===== src/rtl/id_ex_stage.sv =====
// ID/EX pipeline register with a load-use interlock.
// Inserts STALL_CYCLES bubbles per hazard and squashes the ID slot on flush.
module id_ex_stage #(
  parameter int DATA_W       = 32,
  parameter int REG_W        = 5,
  parameter int STALL_CYCLES = 1,
  parameter int CNT_W        = 16
) (
  input  logic              clk,
  input  logic              reset,
  input  logic              valid_in,
  input  logic [6:0]        muxctrl_in,
  input  logic [2:0]        memctrl_in,
  input  logic [4:0]        aluctrl_in,
  input  logic [DATA_W-1:0] rd1_in,
  input  logic [DATA_W-1:0] rd2_in,
  input  logic [DATA_W-1:0] imm_in,
  input  logic [REG_W-1:0]  rs_in,
  input  logic [REG_W-1:0]  rt_in,
  input  logic [REG_W-1:0]  rd_in,
  input  logic              flush,
  output logic              valid_out,
  output logic [6:0]        muxctrl_out,
  output logic [2:0]        memctrl_out,
  output logic [4:0]        aluctrl_out,
  output logic [DATA_W-1:0] rd1_out,
  output logic [DATA_W-1:0] rd2_out,
  output logic [DATA_W-1:0] imm_out,
  output logic [REG_W-1:0]  rs_out,
  output logic [REG_W-1:0]  rt_out,
  output logic [REG_W-1:0]  rd_out,
  output logic              stall,
  output logic [CNT_W-1:0]  bubble_count
);

  typedef enum logic {RUN, BUBBLE} state_t;

  // Remaining-bubble counter only needs to hold STALL_CYCLES-1.
  localparam int SC_W = (STALL_CYCLES > 1) ? $clog2(STALL_CYCLES) : 1;
  localparam logic [SC_W-1:0] CNT_INIT = SC_W'(STALL_CYCLES - 1);
  localparam logic [SC_W-1:0] CNT_ONE  = SC_W'(1);

  state_t          state, state_next;
  logic [SC_W-1:0] cnt, cnt_next;
  logic            hazard;
  logic            load_bubble;

  assign hazard = (state == RUN) && valid_out && memctrl_out[2] && (rt_out != '0) &&
                  valid_in && ((rt_out == rs_in) || (rt_out == rt_in));
  assign stall       = !reset && !flush && (hazard || (state == BUBBLE));
  assign load_bubble = flush || stall;

  always_ff @(posedge clk) begin
    if (reset) begin
      state <= RUN;
      cnt   <= '0;
    end else begin
      state <= state_next;
      cnt   <= cnt_next;
    end
  end

  always_comb begin
    state_next = state;
    cnt_next   = cnt;
    if (flush) begin
      state_next = RUN;
      cnt_next   = '0;
    end else if (state == RUN) begin
      if (hazard && (STALL_CYCLES > 1)) begin
        state_next = BUBBLE;
        cnt_next   = CNT_INIT;
      end
    end else begin
      cnt_next = cnt - CNT_ONE;
      if (cnt == CNT_ONE) state_next = RUN;
    end
  end

  // A bubble clears every field, so EX sees an all-zero instruction.
  always_ff @(posedge clk) begin
    if (reset) begin
      valid_out    <= 1'b0;
      muxctrl_out  <= '0;
      memctrl_out  <= '0;
      aluctrl_out  <= '0;
      rd1_out      <= '0;
      rd2_out      <= '0;
      imm_out      <= '0;
      rs_out       <= '0;
      rt_out       <= '0;
      rd_out       <= '0;
      bubble_count <= '0;
    end else if (load_bubble) begin
      valid_out    <= 1'b0;
      muxctrl_out  <= '0;
      memctrl_out  <= '0;
      aluctrl_out  <= '0;
      rd1_out      <= '0;
      rd2_out      <= '0;
      imm_out      <= '0;
      rs_out       <= '0;
      rt_out       <= '0;
      rd_out       <= '0;
      if (bubble_count != '1) bubble_count <= bubble_count + CNT_W'(1);
    end else begin
      valid_out    <= valid_in;
      muxctrl_out  <= muxctrl_in;
      memctrl_out  <= memctrl_in;
      aluctrl_out  <= aluctrl_in;
      rd1_out      <= rd1_in;
      rd2_out      <= rd2_in;
      imm_out      <= imm_in;
      rs_out       <= rs_in;
      rt_out       <= rt_in;
      rd_out       <= rd_in;
    end
  end

endmodule


===== config.mk =====
export PLATFORM = sky130hd
export DESIGN_NAME = id_ex_stage
export DESIGN_NICKNAME = d
export VERILOG_FILES = /design/src/rtl/id_ex_stage.sv
export SDC_FILE = /design/constraint.sdc
export NUM_CORES = 1
export LEC_CHECK = 0
export ABC_AREA = 1
export BUFFER_PORTS_ARGS = -buffer_cell sky130_fd_sc_hd__clkbuf_2
export CORE_MARGIN = 2
export CORE_UTILIZATION = 39
export CTS_CLUSTER_DIAMETER = 150
export DETAILED_ROUTE_END_ITERATION = 7
export HOLD_SLACK_MARGIN = 0.02
export PLACE_DENSITY_LB_ADDON = 0.3
export SLEW_MARGIN = 0
export SYNTH_ARGS = -nofsm -noshare
export SYNTH_HDL_FRONTEND = slang
export SYNTH_SLANG_ARGS = --single-unit

===== constraint.sdc =====
create_clock -name clk -period 1.6 [get_ports clk]
set_input_delay 0.16 -clock clk [delete_from_list [all_inputs] [get_ports clk]]
set_output_delay 0.16 -clock clk [all_outputs]
set_load 0.03 [all_outputs]

=== Yosys cells after proc, flatten, opt, wreduce, memory -nomap -nowiden ===
Cells that the tools add are included.

* $add $sub $neg: 2
* Equality and inequality tests: 3
* Mux-type cells: 1
* Bitwise operators: 1
* Reductions and logical operators: 17

{| class="wikitable"
|+ Operators with widths
! cell !! count
|-
| 16-bit by 1-bit adder with 16-bit output (second input constant) || 1
|-
| 16-bit != test (second input constant) || 1
|-
| 5-bit == test || 2
|-
| 1-bit logical AND || 7
|-
| 5-bit nonzero test || 1
|-
| 2-bit OR reduction || 2
|-
| 1-bit logical OR || 3
|-
| 3-bit OR reduction || 1
|-
| 1-bit zero test || 2
|-
| 2-bit AND reduction || 1
|-
| 1-bit 2-to-1 mux || 1
|-
| 1-bit inverter || 1
|-
| 1-bit subtractor (second input constant) || 1
|}

* Register bits: 145
* Input port bits: 130
* Output and inout port bits: 144
* Logic and storage cells: 37

=== Depth between registers and ports, before layout ===
* Word-level depth: 10
* Mapped depth: 15
* Mapped depth without buffers: 14

=== Least setup slack after synthesis ===
No wires, ideal clock.

* Path type: reg-to-reg
* Start: reg bubble_count[0]
* End: reg bubble_count[3]
* Library setup time: 0.116 ns
* Arrival time: 1.735 ns
* Slack: -0.251 ns
* Cell stages (with the launch flop): 11
* Period minus slack after synthesis: 1.851 ns
* Path through: dfxtp_1 ha_1 nand2_2 nor3_4 nand2_2 nor2_4 nand3_4 nand4_1 inv_1 a21oi_1 nor2_1

* Longest elaborated chain between the ends: 2
* Elaborated cells on any way between the ends: 3
* Those cells by class: 1 x add/sub; 1 x eq/ne; 1 x reduce/logical

{| class="wikitable"
|+ RTL lines
! what !! line !! text
|-
| start, declared || 33 || <nowiki>output logic [CNT_W-1:0] bubble_count</nowiki>
|-
| start signal, assigned || 105 || <nowiki>if (bubble_count != '1) bubble_count <= bubble_count + CNT_W'(1);</nowiki>
|-
| parallel branches: the longest is 2 deep, another holds 16-bit by 1-bit adder with 16-bit output || n/a ||
|}

Parallel ways; which one is timed is not known.
A chain may end at the register's enable or synchronous reset.

=== Worst setup path after layout ===
* Start: reg rt_out[3]
* End: out stall

* Longest elaborated chain between the ends: 6
* Elaborated cells on any way between the ends: 9
* Those cells by class: 2 x eq/ne; 7 x reduce/logical

{| class="wikitable"
|+ RTL lines
! what !! line !! text
|-
| start, declared || 30 || <nowiki>output logic [REG_W-1:0] rt_out,</nowiki>
|-
| start signal, assigned || 115 || <nowiki>rt_out <= rt_in;</nowiki>
|-
| 5-bit nonzero test || 48 || <nowiki>assign hazard = (state == RUN) && valid_out && memctrl_out[2] && (rt_out != '0) &&</nowiki>
|-
| 1-bit logical AND (2 in a row) || 48 ||
|-
| 1-bit logical AND * || 49 || <nowiki>valid_in && ((rt_out == rs_in) || (rt_out == rt_in));</nowiki>
|-
| 1-bit logical OR * || 50 || <nowiki>assign stall = !reset && !flush && (hazard || (state == BUBBLE));</nowiki>
|-
| 1-bit logical AND * || 50 ||
|-
| end, declared || 32 || <nowiki>output logic stall,</nowiki>
|}

Every way passes the cells marked *; elsewhere a longest branch is shown, timed or not.

==> results.ini <==
[outcome]
status = complete, but fails checks
violations = negative setup slack

[critical_path]
arrival_ns = 1.59
max_stage_delay_ns = 0.36
crit_chain = buf_4 > nor3_2 > a31oi_2 > nand2_2 > nand2_2 > nand2_4 > inv_2 > buf_8
startpoint_type = flip-flop
critPathRequiredTime_ns = 1.44
endpoint_kind = output pin
cp_top_family = simple AND/OR/NAND/NOR gates
cp_slowest_cell = dfxtp_4
crit_type = flip-flop to output pin
path_common_cell = nand2_2
cp_max_fo = 5
crit_buf_inv = 3

[drt]
drt-initial-drc-count = 290
num_vias = 5058
viasPerCell = 4.26
drc_errors = 0
routedWlPerCell_microns = 13.1
routed_wl_microns = 15600
postRouteAntennaNets = 0
drtPass1Iterations = 4

[power_and_ir_drop]
finalPower_mw = 9.11
ir_drop_mv = 0.676
p_leak_nw = 4.84
powerDensity_nw_per_um2 = 1050
swShare_pct = 23.7
comb_power_share_pct = 13.3
internal_power_mw = 6.95
switchingPower_mw = 2.16
p_clk_share_pct = 45.0
seq_power_share_pct = 41.6

[yosys]
synth_fp_nets = 725
ys_ff_latch = 145
synth_cell_type_count = 25
seq_area_frac_synth_pct = 60.6
ys_warn_count = 0
syn_area_sq_um = 4790
syn_avg_cell_area_sq_um = 8.07
syn_inst = 594

[sta]
maxSlewHeadroom_pct = 66.0
rsz0062_at_grt = true
fin_crit_sh_pct = 109
finalSetupViolCount = 2
whs_ns = 0.231
tightest_slew_ns = 0.510
drv_slew = 0
layout_min_cycle_time_ns = 1.75
fin_worst_skew_ns = 0.0190
fmax_mhz = 572
hold_viol = 0
timing.final.ws_setup_ns = -0.150

[placed_design]
place.gp.congestion = 0.778
dp_hpwl_microns = 8840
port_buffers = 273
dpl_worst_slack_ns = -0.0128
dp_cells = 1014

[final_layout]
final_cell_mix = clkbuf_2 (272), nor2_1 (157), inv_1 (148)
syn_to_final_growth_pct = 80.3
drive_gt1_share_pct = 36.4
mostFrequentLayoutCell = clkbuf_2
final_util_pct = 71.9
fin_nets = 1156
fin_cells = 1186

[job]
max-cap-violations = 0

[global_route]
grt_pass1_wl_microns = 23100
grt_remaining_overflow = 0
antenna_found_initial = 1
grt_max_degree = 44
first_global_vias = 5076
grt.total_usage_pct = 22.4

[floorplanning]
core_sq_um = 12000
die_area_sq_um = 13200
initial_core_util_pct = 39.9
io_pins = 274
fp-row-count = 40
die_w_microns = 115
die_h_microns = 115

[hold_path]
hp-class = primary input to flip-flop

[clocking]
root_buffer = clkbuf_16
cts_sinks = 145
cts_max_level = 4
cts_buffer_depth = 2
clk_pin_slew_ns = 0.05
numCtsBuffers = 17
clkLatencyLatePin_ns = 0.42
cts_tree = yes

## worst register-to-register path: stages (launching register included)
cell     delay, ns
dfxtp_4       0.36
buf_4         0.13
nor3_2        0.17
a31oi_2       0.11
nand2_2       0.09
buf_4         0.12
nand3_4       0.09
buf_12        0.18
buf_12        0.14
nor2_1        0.13
## flip-flops by register name, summed over array words and instances, names as in the netlist
| signal | cells |
|---|---|
| aluctrl_out | 5 |
| valid_out | 1 |
| rd2_out | 32 |
| memctrl_out | 3 |
| cnt | 1 |
| imm_out | 32 |
| rs_out | 5 |
| state | 1 |
| rd_out | 5 |
| rd1_out | 32 |
| muxctrl_out | 7 |
| bubble_count | 16 |
| rt_out | 5 |
## worst paths after layout
path / startpoint / to / slack, ns / cells past startpoint
setup / recovery: rt_out[3] / stall / -0.15 / 8
hold / removal: flush / state / 0.23 / 5
setup reg to reg: rt_out[3] / muxctrl_out[6] / 0 / 9
hold reg to reg: cnt / cnt / 0.45 / 2
## per-stage QoR
stage                     instance area [sq um]  setup TNS (ns)
final                                      8640          -0.150
after global routing                       8640           -7.98
after CTS                                  8380          -0.167
after detailed placement                   6440         -0.0600
after global placement                     6440               0
after floorplan                            4820               0
## cells in the mapped netlist (all sizes together)
master	instances	area, sq um
a21oi	15	75.1
a31oi	2	12.5
buf	18	118
clkinv	1	3.75
dfxtp	145	2900
ha	1	12.5
inv	153	574
nand2	65	264
nand3	21	128
nand3b	1	7.51
nand4	3	18.8
nor2	163	624
nor3	3	26.3
or2	1	6.26
xnor2	2	17.5
## timing repair
action,4_1_cts,5_1_grt
hold endpoints to repair,127,0
pin swaps,2,8
gates cloned,0,8
hold buffers,127,0
buffers inserted,1,3
endpoints found under the setup margin,17,125
resized for setup,12,21
## final cells by class
type                            instances  area [sq um]
Fill cell                             863          3370
Timing Repair Buffer                  430          3050
Sequential cell                       145          2940
Multi-Input combinational cell        277          1260
Inverter                              154           581
Clock buffer                           26           541
Tap cell                              147           184
Clock inverter                          6          91.3
Antenna cell                            1          2.50
## power by group through the flow
stage	Sequential (mW)	Clock [mW]	Combinational (mW)
detailed placement	3.87	0	0.860
global route	3.80	4.35	1.31
floorplan	4.15	0	0.225
CTS	3.79	4.17	1.11
finish	3.79	4.10	1.21
global placement	3.86	0	0.853
## per-layer routing
metal  track usage, %  share of wire (%)
met4             11.1                3.3
met5                0                  0
met2             40.4                 51
met3             8.65                8.2
met1             22.5                 37
## logic make-up (layout without fill, tap and decap cells)
kind of cell / count (synthesis) / after routing / share of synthesized area [%]
flops: 145 / 145 / 60.6
xor+xnor: 2 / 2 / 0.366
fa+ha+maj: 1 / 1 / 0.261
compound gates: 17 / 17 / 1.83
simple gates: 257 / 257 / 22.4
other cells: 0 / 1 / 0
buf+inv: 172 / 616 / 14.5
(Power assumes the default switching activity.)
